### config.mk
export PLATFORM = sky130hd
export DESIGN_NAME = morse_timed_decoder_flat
export DESIGN_NICKNAME = d
export VERILOG_FILES = /design/src/rtl/morse_timed_decoder_if.sv /design/src/rtl/morse_timed_decoder.sv /design/src/flat_wrapper.sv
export SDC_FILE = /design/constraint.sdc
export NUM_CORES = 1
export LEC_CHECK = 0
export ABC_AREA = 1
export BUFFER_PORTS_ARGS = -buffer_cell sky130_fd_sc_hd__buf_4
export CORE_ASPECT_RATIO = 0.8
export CORE_MARGIN = 2
export CORE_UTILIZATION = 50
export CTS_CLUSTER_DIAMETER = 60
export CTS_CLUSTER_SIZE = 10
export DETAILED_ROUTE_END_ITERATION = 6
export HOLD_SLACK_MARGIN = 0.02
export PLACE_DENSITY = 0.72
export SYNTH_ARGS = -nofsm -noshare
export SYNTH_HDL_FRONTEND = slang
export SYNTH_SLANG_ARGS = --single-unit
### constraint.sdc
create_clock -name clk -period 1.5 [get_ports clk]
set_input_delay 0.075 -clock clk [delete_from_list [all_inputs] [get_ports clk]]
set_output_delay 0.075 -clock clk [all_outputs]
set_load 0.02 [all_outputs]
### src/rtl/morse_timed_decoder_if.sv
// -----------------------------------------------------------------------------
// morse_timed_decoder_if
// Groups the key/time-base inputs and the decoded symbol/code outputs of the
// Morse decoder into one bundle.
//   tick       : time-base enable pulse from the shared prescaler
//   b          : synchronised key level, 1 = key down
//   dot_out    : 1-cycle pulse, dot recognised
//   dash_out   : 1-cycle pulse, dash recognised
//   lg / wg    : 1-cycle pulses, letter gap / word gap
//   code       : packed symbols of the letter, bit0 = most recent, 1 = dash
//   code_len   : number of valid symbols in code
//   code_valid : 1-cycle pulse with lg, code/code_len/code_ovf are final
//   code_ovf   : letter had more symbols than fit in code
// Modports: slave = decoder side, master = key/time-base source and consumer.
// -----------------------------------------------------------------------------
interface morse_timed_decoder_if #(
    parameter int MAX_SYM = 5
);
    localparam int LEN_W = $clog2(MAX_SYM + 1);

    logic               tick;
    logic               b;
    logic               dot_out;
    logic               dash_out;
    logic               lg;
    logic               wg;
    logic [MAX_SYM-1:0] code;
    logic [LEN_W-1:0]   code_len;
    logic               code_valid;
    logic               code_ovf;

    modport slave (
        input  tick, b,
        output dot_out, dash_out, lg, wg, code, code_len, code_valid, code_ovf
    );

    modport master (
        output tick, b,
        input  dot_out, dash_out, lg, wg, code, code_len, code_valid, code_ovf
    );
endinterface

### src/rtl/morse_timed_decoder.sv
// -----------------------------------------------------------------------------
// morse_timed_decoder
// Classifies key marks as dot/dash by their length in time-base ticks, detects
// letter and word gaps from the following space, and packs the symbols of the
// current letter into a code word for the character lookup.
// Ports:
//   clk      : system clock
//   reset_n  : asynchronous active-low reset
//   bus      : morse_timed_decoder_if.slave (tick, b in; symbol/gap/code out)
// All outputs are registered: a pulse appears the cycle after the sampled event.
// -----------------------------------------------------------------------------
module morse_timed_decoder #(
    parameter int CNT_W      = 4,
    parameter int MIN_MARK   = 1,
    parameter int DASH_TICKS = 3,
    parameter int LG_TICKS   = 3,
    parameter int WG_TICKS   = 7,
    parameter int MAX_SYM    = 5
) (
    input  logic                 clk,
    input  logic                 reset_n,
    morse_timed_decoder_if.slave bus
);
    localparam int LEN_W = $clog2(MAX_SYM + 1);

    localparam logic [CNT_W-1:0] CNT_MAX  = '1;
    localparam logic [CNT_W-1:0] MIN_C    = CNT_W'(MIN_MARK);
    localparam logic [CNT_W-1:0] DASH_C   = CNT_W'(DASH_TICKS);
    // Gap events fire on the tick that would bring the count to the threshold.
    localparam logic [CNT_W-1:0] LG_END   = CNT_W'(LG_TICKS - 1);
    localparam logic [CNT_W-1:0] WG_END   = CNT_W'(WG_TICKS - 1);
    localparam logic [LEN_W-1:0] LEN_MAX  = LEN_W'(MAX_SYM);

    typedef enum logic [1:0] {
        S_IDLE  = 2'd0,
        S_MARK  = 2'd1,
        S_SPACE = 2'd2
    } state_t;

    state_t             state_q, state_d;
    logic [CNT_W-1:0]   cnt_q, cnt_d;
    logic [MAX_SYM-1:0] code_q, code_d;
    logic [LEN_W-1:0]   len_q, len_d;
    logic               ovf_q, ovf_d;
    logic               dot_q, dot_d;
    logic               dash_q, dash_d;
    logic               lg_q, lg_d;
    logic               wg_q, wg_d;
    logic               vld_q, vld_d;
    logic               sym;

    // Tick counter saturates instead of wrapping so very long marks stay dashes.
    function automatic logic [CNT_W-1:0] sat_inc(input logic [CNT_W-1:0] v);
        return (v == CNT_MAX) ? v : v + 1'b1;
    endfunction

    always_ff @(posedge clk or negedge reset_n) begin
        if (!reset_n) begin
            state_q <= S_IDLE;
            cnt_q   <= '0;
            code_q  <= '0;
            len_q   <= '0;
            ovf_q   <= 1'b0;
            dot_q   <= 1'b0;
            dash_q  <= 1'b0;
            lg_q    <= 1'b0;
            wg_q    <= 1'b0;
            vld_q   <= 1'b0;
        end else begin
            state_q <= state_d;
            cnt_q   <= cnt_d;
            code_q  <= code_d;
            len_q   <= len_d;
            ovf_q   <= ovf_d;
            dot_q   <= dot_d;
            dash_q  <= dash_d;
            lg_q    <= lg_d;
            wg_q    <= wg_d;
            vld_q   <= vld_d;
        end
    end

    always_comb begin
        state_d = state_q;
        cnt_d   = cnt_q;
        code_d  = code_q;
        len_d   = len_q;
        ovf_d   = ovf_q;
        dot_d   = 1'b0;
        dash_d  = 1'b0;
        lg_d    = 1'b0;
        wg_d    = 1'b0;
        vld_d   = 1'b0;
        sym     = 1'b0;

        // The finished letter is held for exactly the code_valid cycle, then
        // the accumulator is emptied. No mark can complete in that cycle.
        if (vld_q) begin
            code_d = '0;
            len_d  = '0;
            ovf_d  = 1'b0;
        end

        case (state_q)
            S_IDLE: begin
                cnt_d = '0;
                if (bus.b) begin
                    state_d = S_MARK;
                end
            end

            S_MARK: begin
                if (bus.tick) begin
                    cnt_d = sat_inc(cnt_q);
                end
                if (!bus.b) begin
                    state_d = S_SPACE;
                    // Marks shorter than MIN_MARK ticks are glitches and leave
                    // the accumulator untouched.
                    if (cnt_q >= MIN_C) begin
                        sym    = (cnt_q >= DASH_C);
                        dot_d  = ~sym;
                        dash_d = sym;
                        if (len_q == LEN_MAX) begin
                            ovf_d = 1'b1;
                        end else begin
                            code_d = {code_q[MAX_SYM-2:0], sym};
                            len_d  = len_q + 1'b1;
                        end
                    end
                end
            end

            S_SPACE: begin
                if (bus.tick) begin
                    cnt_d = sat_inc(cnt_q);
                end
                // A new mark pre-empts any gap decision in the same cycle.
                if (bus.b) begin
                    state_d = S_MARK;
                end else if (bus.tick) begin
                    if (cnt_q == WG_END) begin
                        wg_d    = 1'b1;
                        state_d = S_IDLE;
                    end else if (cnt_q == LG_END && len_q != '0) begin
                        lg_d  = 1'b1;
                        vld_d = 1'b1;
                    end
                end
            end

            default: begin
                state_d = S_IDLE;
            end
        endcase

        // Every state entry restarts the measurement.
        if (state_d != state_q) begin
            cnt_d = '0;
        end
    end

    assign bus.dot_out    = dot_q;
    assign bus.dash_out   = dash_q;
    assign bus.lg         = lg_q;
    assign bus.wg         = wg_q;
    assign bus.code       = code_q;
    assign bus.code_len   = len_q;
    assign bus.code_valid = vld_q;
    assign bus.code_ovf   = ovf_q;

endmodule

### src/flat_wrapper.sv
// flat-port wrapper written by rule: the top's interface ports become plain ports
module morse_timed_decoder_flat 
#(
    parameter int CNT_W      = 4,
    parameter int MIN_MARK   = 1,
    parameter int DASH_TICKS = 3,
    parameter int LG_TICKS   = 3,
    parameter int WG_TICKS   = 7,
    parameter int MAX_SYM    = 5
)
  (clk, reset_n, bus_tick, bus_b, bus_dot_out, bus_dash_out, bus_lg, bus_wg, bus_code, bus_code_len, bus_code_valid, bus_code_ovf);
  morse_timed_decoder_if #(.MAX_SYM(MAX_SYM)) bus_i ();
  input  logic clk;
  input  logic reset_n;
  input wire logic [$bits(bus_i.tick)-1:0] bus_tick;
  input wire logic [$bits(bus_i.b)-1:0] bus_b;
  output wire logic [$bits(bus_i.dot_out)-1:0] bus_dot_out;
  output wire logic [$bits(bus_i.dash_out)-1:0] bus_dash_out;
  output wire logic [$bits(bus_i.lg)-1:0] bus_lg;
  output wire logic [$bits(bus_i.wg)-1:0] bus_wg;
  output wire logic [$bits(bus_i.code)-1:0] bus_code;
  output wire logic [$bits(bus_i.code_len)-1:0] bus_code_len;
  output wire logic [$bits(bus_i.code_valid)-1:0] bus_code_valid;
  output wire logic [$bits(bus_i.code_ovf)-1:0] bus_code_ovf;
  assign bus_i.tick = bus_tick;
  assign bus_i.b = bus_b;
  assign bus_dot_out = bus_i.dot_out;
  assign bus_dash_out = bus_i.dash_out;
  assign bus_lg = bus_i.lg;
  assign bus_wg = bus_i.wg;
  assign bus_code = bus_i.code;
  assign bus_code_len = bus_i.code_len;
  assign bus_code_valid = bus_i.code_valid;
  assign bus_code_ovf = bus_i.code_ovf;
  morse_timed_decoder #(.CNT_W(CNT_W), .MIN_MARK(MIN_MARK), .DASH_TICKS(DASH_TICKS), .LG_TICKS(LG_TICKS), .WG_TICKS(WG_TICKS), .MAX_SYM(MAX_SYM)) u_core (.clk(clk), .reset_n(reset_n), .bus(bus_i));
endmodule
==> impl_metrics.json, run 1 <==
{
  "status": "finished with violations",
  "failed_checks": "setup timing",
  "fp.dieArea_um2": 2660,
  "relSlewSlack_pct": 78.8,
  "ys.warnings.count": 0,
  "num_rows": 15,
  "ctsRootBufferMaster": "clkbuf_4",
  "startpoint": "u_core.cnt_q[0]$_DFFE_PN0P_",
  "critical_path.top_delay_family": "simple AND/OR/NAND/NOR gates",
  "worstPathArrival_ns": 1.82,
  "critPathKind": "register to register",
  "dp.cells": 192,
  "setup_viol": 5,
  "cts_tree": "yes",
  "max_freq_mhz": 635,
  "hold_class": "primary input to register",
  "place.gp.congestion": 0.814,
  "power_density_nw_per_um2": 1570,
  "num_vias": 1075,
  "crit_slowest_cell": "dfrtp_1",
  "endpoint": "u_core.cnt_q[3]$_DFFE_PN0P_",
  "synth_cell_types": 23,
  "crit_top_cell": "nand2_2",
  "busiest_layer": "met2",
  "reg2reg_slack_ns": -0.08,
  "fin_total_pwr_uw": 2620,
  "fin_area_um2": 1680,
  "required_ns": 1.74,
  "ctsLongestPathBuffers": 2,
  "instances_no_fill": 208,
  "totalWireLength_um": 3130,
  "met1_usage_pct": 24.2,
  "cts_made_buffers": 3,
  "critPathMaxFanout": 4,
  "worstRegToRegCells": 12,
  "grt_pass1_vias": 908,
  "irDropWorstVdd_mv": 1.05,
  "ios": 18,
  "worst_slew_pin_slew_ns": 0.317,
  "coreArea_um2": 2140,
  "final_util_pct": 78.4,
  "skew_ns": 0.00329,
  "start_kind": "register",
  "grtUsageTotal_pct": 20.3,
  "hpwl_um": 1780,
  "setup_ws_ns": -0.0751,
  "grt_max_degree": 20,
  "drcViolationCount": 0,
  "cp_num_buf_inv": 2,
  "rsz0062_at_grt": "true",
  "avgSynthCellArea_um2": 8.30,
  "rr_startpoint": "u_core.cnt_q[0]$_DFFE_PN0P_",
  "leakagePower_uw": 0.000866,
  "syn_inst": 136,
  "r2r_end": "u_core.cnt_q[3]$_DFFE_PN0P_",
  "grt_overflow_total": 0,
  "diodes": 0,
  "place_area_um2": 1390,
  "cpPeakStageDelay_ns": 0.44,
  "hold_viol": 0,
  "cts.sinks": 19,
  "htree_levels": 1,
  "final_cell_mix": "buf_4 (42), inv_1 (24), nand2_1 (18), dfrtp_1 (17)",
  "io_buffers": 17,
  "use_met2_pct": 37.0,
  "die_w_um": 57.1,
  "clk_pin_slew_ns": 0.11,
  "end_kind": "register",
  "maxSlewViolCount": 0,
  "insertion_delay_ns": 0.30,
  "drive_above_1_share_pct": 45.9,
  "drv_cap": 0,
  "first_iter_violations": 33,
  "finalNetCount": 199,
  "finalSetupTns_ns": -0.263,
  "cp.depth": 12,
  "layout_commonest_cell": "buf_4",
  "ys_ff_latch": 19,
  "areaGrowthSynthToFinish_pct": 48.6,
  "via_per_inst": 5.17,
  "dr.pass1.iters": 4,
  "path_cells": "inv_2, ha_4, nand2_2, inv_2, nand2_2, nand2_2, nand3_2, nand2_2, nand2_2, nand2_2, nand3_4, nor2_1",
  "antenna_found_initial": 0,
  "yosysSeqAreaShare_pct": 42.1,
  "period_share_pct": 105,
  "ant_nets": 0,
  "drt-wirelength-per-cell_um": 15.1,
  "initial_utilization_pct": 52.7,
  "syn_area_um2": 1130,
  "period_needed_ns": 1.58,
  "synth_nets": 151,
  "grt_pass1_wl_um": 3990,
  "use_met3_pct": 5.06,
  "fp.dieH_um": 46.5
}
[sequential cells by signal (all words and copies together) (netlist names)]
signal / cells
u_core.cnt_q: 4
u_core.bus.code_ovf: 1
u_core.bus.code_len: 3
u_core.bus.dash_out: 1
u_core.bus.code_valid: 1
u_core.state_q: 2
u_core.bus.dot_out: 1
u_core.bus.code: 5
u_core.bus.wg: 1
[cell families after synthesis]
group	after synthesis	share of synthesized area, %
AND/OR/NAND/NOR	55	24.2
buffers and inverters	31	11.0
AO/OA/AOI/OAI	19	9.76
flip-flops	19	42.1
adder cells (fa/ha/maj)	11	12.2
XOR/XNOR	1	0.776
[worst min path at each step]
| stage | startpoint | endpoint | slack, ns | depth (start not counted) |
|---|---|---|---|---|
| final | bus_tick | u_core.bus.code_valid$_DFF_PN0_ | 0.05 | 3 |
| after global routing | bus_tick | u_core.bus.code_valid$_DFF_PN0_ | 0.07 | 3 |
| after CTS | bus_tick | u_core.bus.code_valid$_DFF_PN0_ | 0.04 | 3 |
| after detailed placement | reset_n | u_core.bus.code_len[1]$_DFF_PN0_ | -0.04 | 1 |
| after global placement | reset_n | u_core.bus.code_len[1]$_DFF_PN0_ | -0.04 | 1 |
| after floorplan | reset_n | u_core.bus.code[0]$_DFF_PN0_ | -0.22 | 0 |
[tightest hold or removal path, delay by kind of cell]
family	cells	cell delay (ns)
compound gates	1	0.05
simple gates	1	0.09
buf+inv	1	0.11
[where the power goes]
group | internal, µW | switching, µW | leakage [µW]
registers | 631 | 90.3 | 0.000252
logic | 705 | 931 | 0.000596
clock network | 99.5 | 168 | 0.0000177
total | 1430 | 1190 | 0.000866
[through the flow]
step,setup WS (ns),hold WS (ns)
2_1_floorplan,0.0730,-0.221
5_1_grt,-0.147,0.0688
6_report,-0.0751,0.0534
3_3_place_gp,-0.0620,-0.0412
3_5_place_dp,-0.0982,-0.0391
4_1_cts,-0.0126,0.0410
[synth_stat cells]
library cell	number	area (µm²)
dfrtp_1	19	475
a211oi_1	1	7.51
nand4_1	2	12.5
ha_1	11	138
inv_1	29	109
nand2_1	27	101
o21ai_2	1	8.76
a31oi_1	1	6.26
nand3_1	7	35.0
nand4_4	1	21.3
nor2_1	12	45.0
nor3_1	1	5.00
a22o_1	1	8.76
o21ai_1	1	5.00
xor2_1	1	8.76
nand3_2	2	20.0
o21ai_0	6	30.0
nor3_2	1	10.0
o22ai_1	3	18.8
buf_4	2	15.0
nand3b_2	1	11.3
nand2_4	1	11.3
a21oi_1	5	25.0
[what timing repair did]
action	in CTS	in global routing
endpoints found under the hold margin	20	0
setup buffers	6	4
setup endpoints to repair	7	9
pin swaps	6	11
gates resized for setup	15	29
hold buffers	2	0
[metal layers]
| layer | vias up | wire length [µm] | part of all wire, % |
|---|---|---|---|
| met5 | - | 0 | 0 |
| met4 | 0 | 95 | 3.0 |
| met3 | 10 | 185 | 5.9 |
| met2 | 37 | 1580 | 50 |
| met1 | 504 | 1270 | 41 |
| li1 | 524 | - | - |
[layout make-up]
class                           instances  area (µm²)
Multi-Input combinational cell         86         682
Sequential cell                        19         478
Fill cell                             135         463
Timing Repair Buffer                   45         347
Inverter                               29         111
Tap cell                               25        31.3
Clock buffer                            3        22.5
Clock inverter                          1        5.00
Power figures use the tool's default switching activity.
==> run 2: changes to the inputs <==
--- a/config.mk
+++ b/config.mk
@@ -14,7 +14,7 @@
 export CTS_CLUSTER_SIZE = 10
 export DETAILED_ROUTE_END_ITERATION = 6
 export HOLD_SLACK_MARGIN = 0.02
-export PLACE_DENSITY = 0.72
+export PLACE_DENSITY = 0.79
 export SYNTH_ARGS = -nofsm -noshare
 export SYNTH_HDL_FRONTEND = slang
 export SYNTH_SLANG_ARGS = --single-unit
==> impl_metrics.json, run 2 (same netlist as run 1, synthesis figures left out) <==
{
  "period_share_pct": 102,
  "cts_tree": "yes",
  "ctsLongestPathBuffers": 2,
  "multi_input_area_um2": 699,
  "num_vias": 1113,
  "dr.pass1.iters": 4,
  "drive_above_1_share_pct": 48.9,
  "io_buffers": 17,
  "hold_end": "u_core.bus.code_valid$_DFF_PN0_",
  "ant_nets": 0,
  "nFillCells": 135,
  "num_rows": 15,
  "place_area_um2": 1360,
  "holdCritStartpoint": "bus_tick",
  "worst_slew_pin_slew_ns": 0.283,
  "skew_ns": 0.00196,
  "r2r_end": "u_core.cnt_q[3]$_DFFE_PN0P_",
  "grt_pass1_vias": 972,
  "clk_pin_slew_ns": 0.11,
  "cp_num_buf_inv": 2,
  "worstPathArrival_ns": 1.78,
  "hpwl_um": 1810,
  "insertion_delay_ns": 0.30,
  "critPathMaxFanout": 4,
  "cpPeakStageDelay_ns": 0.41,
  "instances_no_fill": 205,
  "critPathKind": "register to register",
  "htree_levels": 1,
  "grt_pass1_wl_um": 4180,
  "period_needed_ns": 1.53,
  "final_cell_mix": "buf_4 (37), inv_1 (23), nand2_1 (17), dfrtp_1 (16), nand2_2 (10)",
  "grt_overflow_total": 0,
  "layout_commonest_cell": "buf_4",
  "drcViolationCount": 0,
  "fin_area_um2": 1680,
  "start_kind": "register",
  "cts_made_buffers": 3,
  "antenna_found_initial": 0,
  "crit_top_cell": "nand2_2",
  "fp.dieH_um": 46.5,
  "ios": 18,
  "fp.dieArea_um2": 2660,
  "diodes": 0,
  "grtUsageTotal_pct": 21.4,
  "relSlewSlack_pct": 81.2,
  "setup_viol": 5,
  "initial_utilization_pct": 52.7,
  "areaGrowthSynthToFinish_pct": 48.7,
  "ctsRootBufferMaster": "clkbuf_4",
  "drv_cap": 0,
  "path_cells": "inv_2, ha_4, nand2_2, inv_2, nand2_2, nand2_2, nand3_2, nand2_2, nand2_2, nand2_2, nand3_4, nor2_2",
  "totalWireLength_um": 3110,
  "max_freq_mhz": 652,
  "whs_ns": 0.0514,
  "crit_slowest_cell": "dfrtp_1",
  "critical_path.top_delay_family": "simple AND/OR/NAND/NOR gates",
  "rr_startpoint": "u_core.cnt_q[0]$_DFFE_PN0P_",
  "hold_viol": 0,
  "die_w_um": 57.1,
  "largest_reg_flops": 5,
  "cp.depth": 12,
  "leakagePower_uw": 0.000857,
  "finalNetCount": 196,
  "cts.sinks": 19,
  "finalSetupTns_ns": -0.122,
  "min_path_cells": 3,
  "drt-wirelength-per-cell_um": 15.2,
  "via_per_inst": 5.43,
  "worstRegToRegCells": 12,
  "rsz0062_at_grt": "true",
  "irDropWorstVdd_mv": 1.10,
  "coreArea_um2": 2140,
  "setup_ws_ns": -0.0335,
  "seq_area_um2": 479,
  "status": "finished with violations",
  "place.gp.congestion": 0.836,
  "maxSlewViolCount": 0,
  "power_density_nw_per_um2": 1530,
  "dp.cells": 187,
  "failed_checks": "setup timing",
  "reg2reg_slack_ns": -0.03,
  "end_kind": "register",
  "pre_cts_ws_ns": -0.0919,
  "hold_class": "primary input to register",
  "grt_max_degree": 20,
  "required_ns": 1.74,
  "first_iter_violations": 61
}
-- run 2: changes by cell type in the layout (fill, tap and decap cells not counted), sizes merged --
cell | before | now
buf | 43 | 40
-- run 2: what timing repair did --
item,CTS,global route
gates cloned,0,0
resized for setup,16,35
hold endpoints to repair,20,0
buffers inserted,7,5
hold buffers,2,0
endpoints found under the setup margin,5,9
pin swaps,3,17
-- run 2: cell type report --
cell class	instances	area share, %
inverters	29	6.49
well taps	25	1.86
repair buffers	42	19.8
clock inverters	1	0.298
clock buffers	3	1.34
multi-input cells	86	41.7
flip-flops and latches	19	28.6
-- run 2: power breakdown --
group	switching (µW)	internal, µW	leakage [µW]	total, µW
clock	162	99.5	0.0000177	261
combinational	902	674	0.000589	1580
sequential	98.3	631	0.000250	729
total	1160	1400	0.000857	2570
-- run 2: tightest hold or removal path: stages --
cell and delay [ns]:
buf_4 0.12, nand4_1 0.08, a211oi_1 0.05
-- run 2: per-stage QoR --
step	util, %	total power [µW]
6_report	78.4	2570
2_1_floorplan	-	1410
4_1_cts	71.0	2280
5_1_grt	78.4	2740
3_3_place_gp	63.3	1760
3_5_place_dp	63.3	1810
-- run 2: layer usage --
| layer | part of all wire [%] | track usage [%] | vias up |
|---|---|---|---|
| li1 | - | - | 521 |
| met1 | 39 | 23.9 | 540 |
| met2 | 52 | 40.9 | 41 |
| met3 | 6.7 | 6.18 | 11 |
| met4 | 2.6 | 5.12 | 0 |
| met5 | 0 | 0 | - |
-- run 2: worst max path at each step --
stage | from | slack (ns) | to
finish | u_core.cnt_q[0]$_DFFE_PN0P_ | -0.03 | u_core.cnt_q[3]$_DFFE_PN0P_
global route | u_core.cnt_q[0]$_DFFE_PN0P_ | -0.11 | u_core.cnt_q[3]$_DFFE_PN0P_
CTS | u_core.cnt_q[0]$_DFFE_PN0P_ | -0.02 | u_core.cnt_q[0]$_DFFE_PN0P_
detailed placement | u_core.cnt_q[0]$_DFFE_PN0P_ | -0.09 | u_core.cnt_q[0]$_DFFE_PN0P_
global placement | u_core.state_q[1]$_DFF_PN0_ | -0.04 | u_core.cnt_q[0]$_DFFE_PN0P_
floorplan | u_core.bus.code_len[1]$_DFF_PN0_ | 0.07 | u_core.bus.code_len[1]$_DFF_PN0_
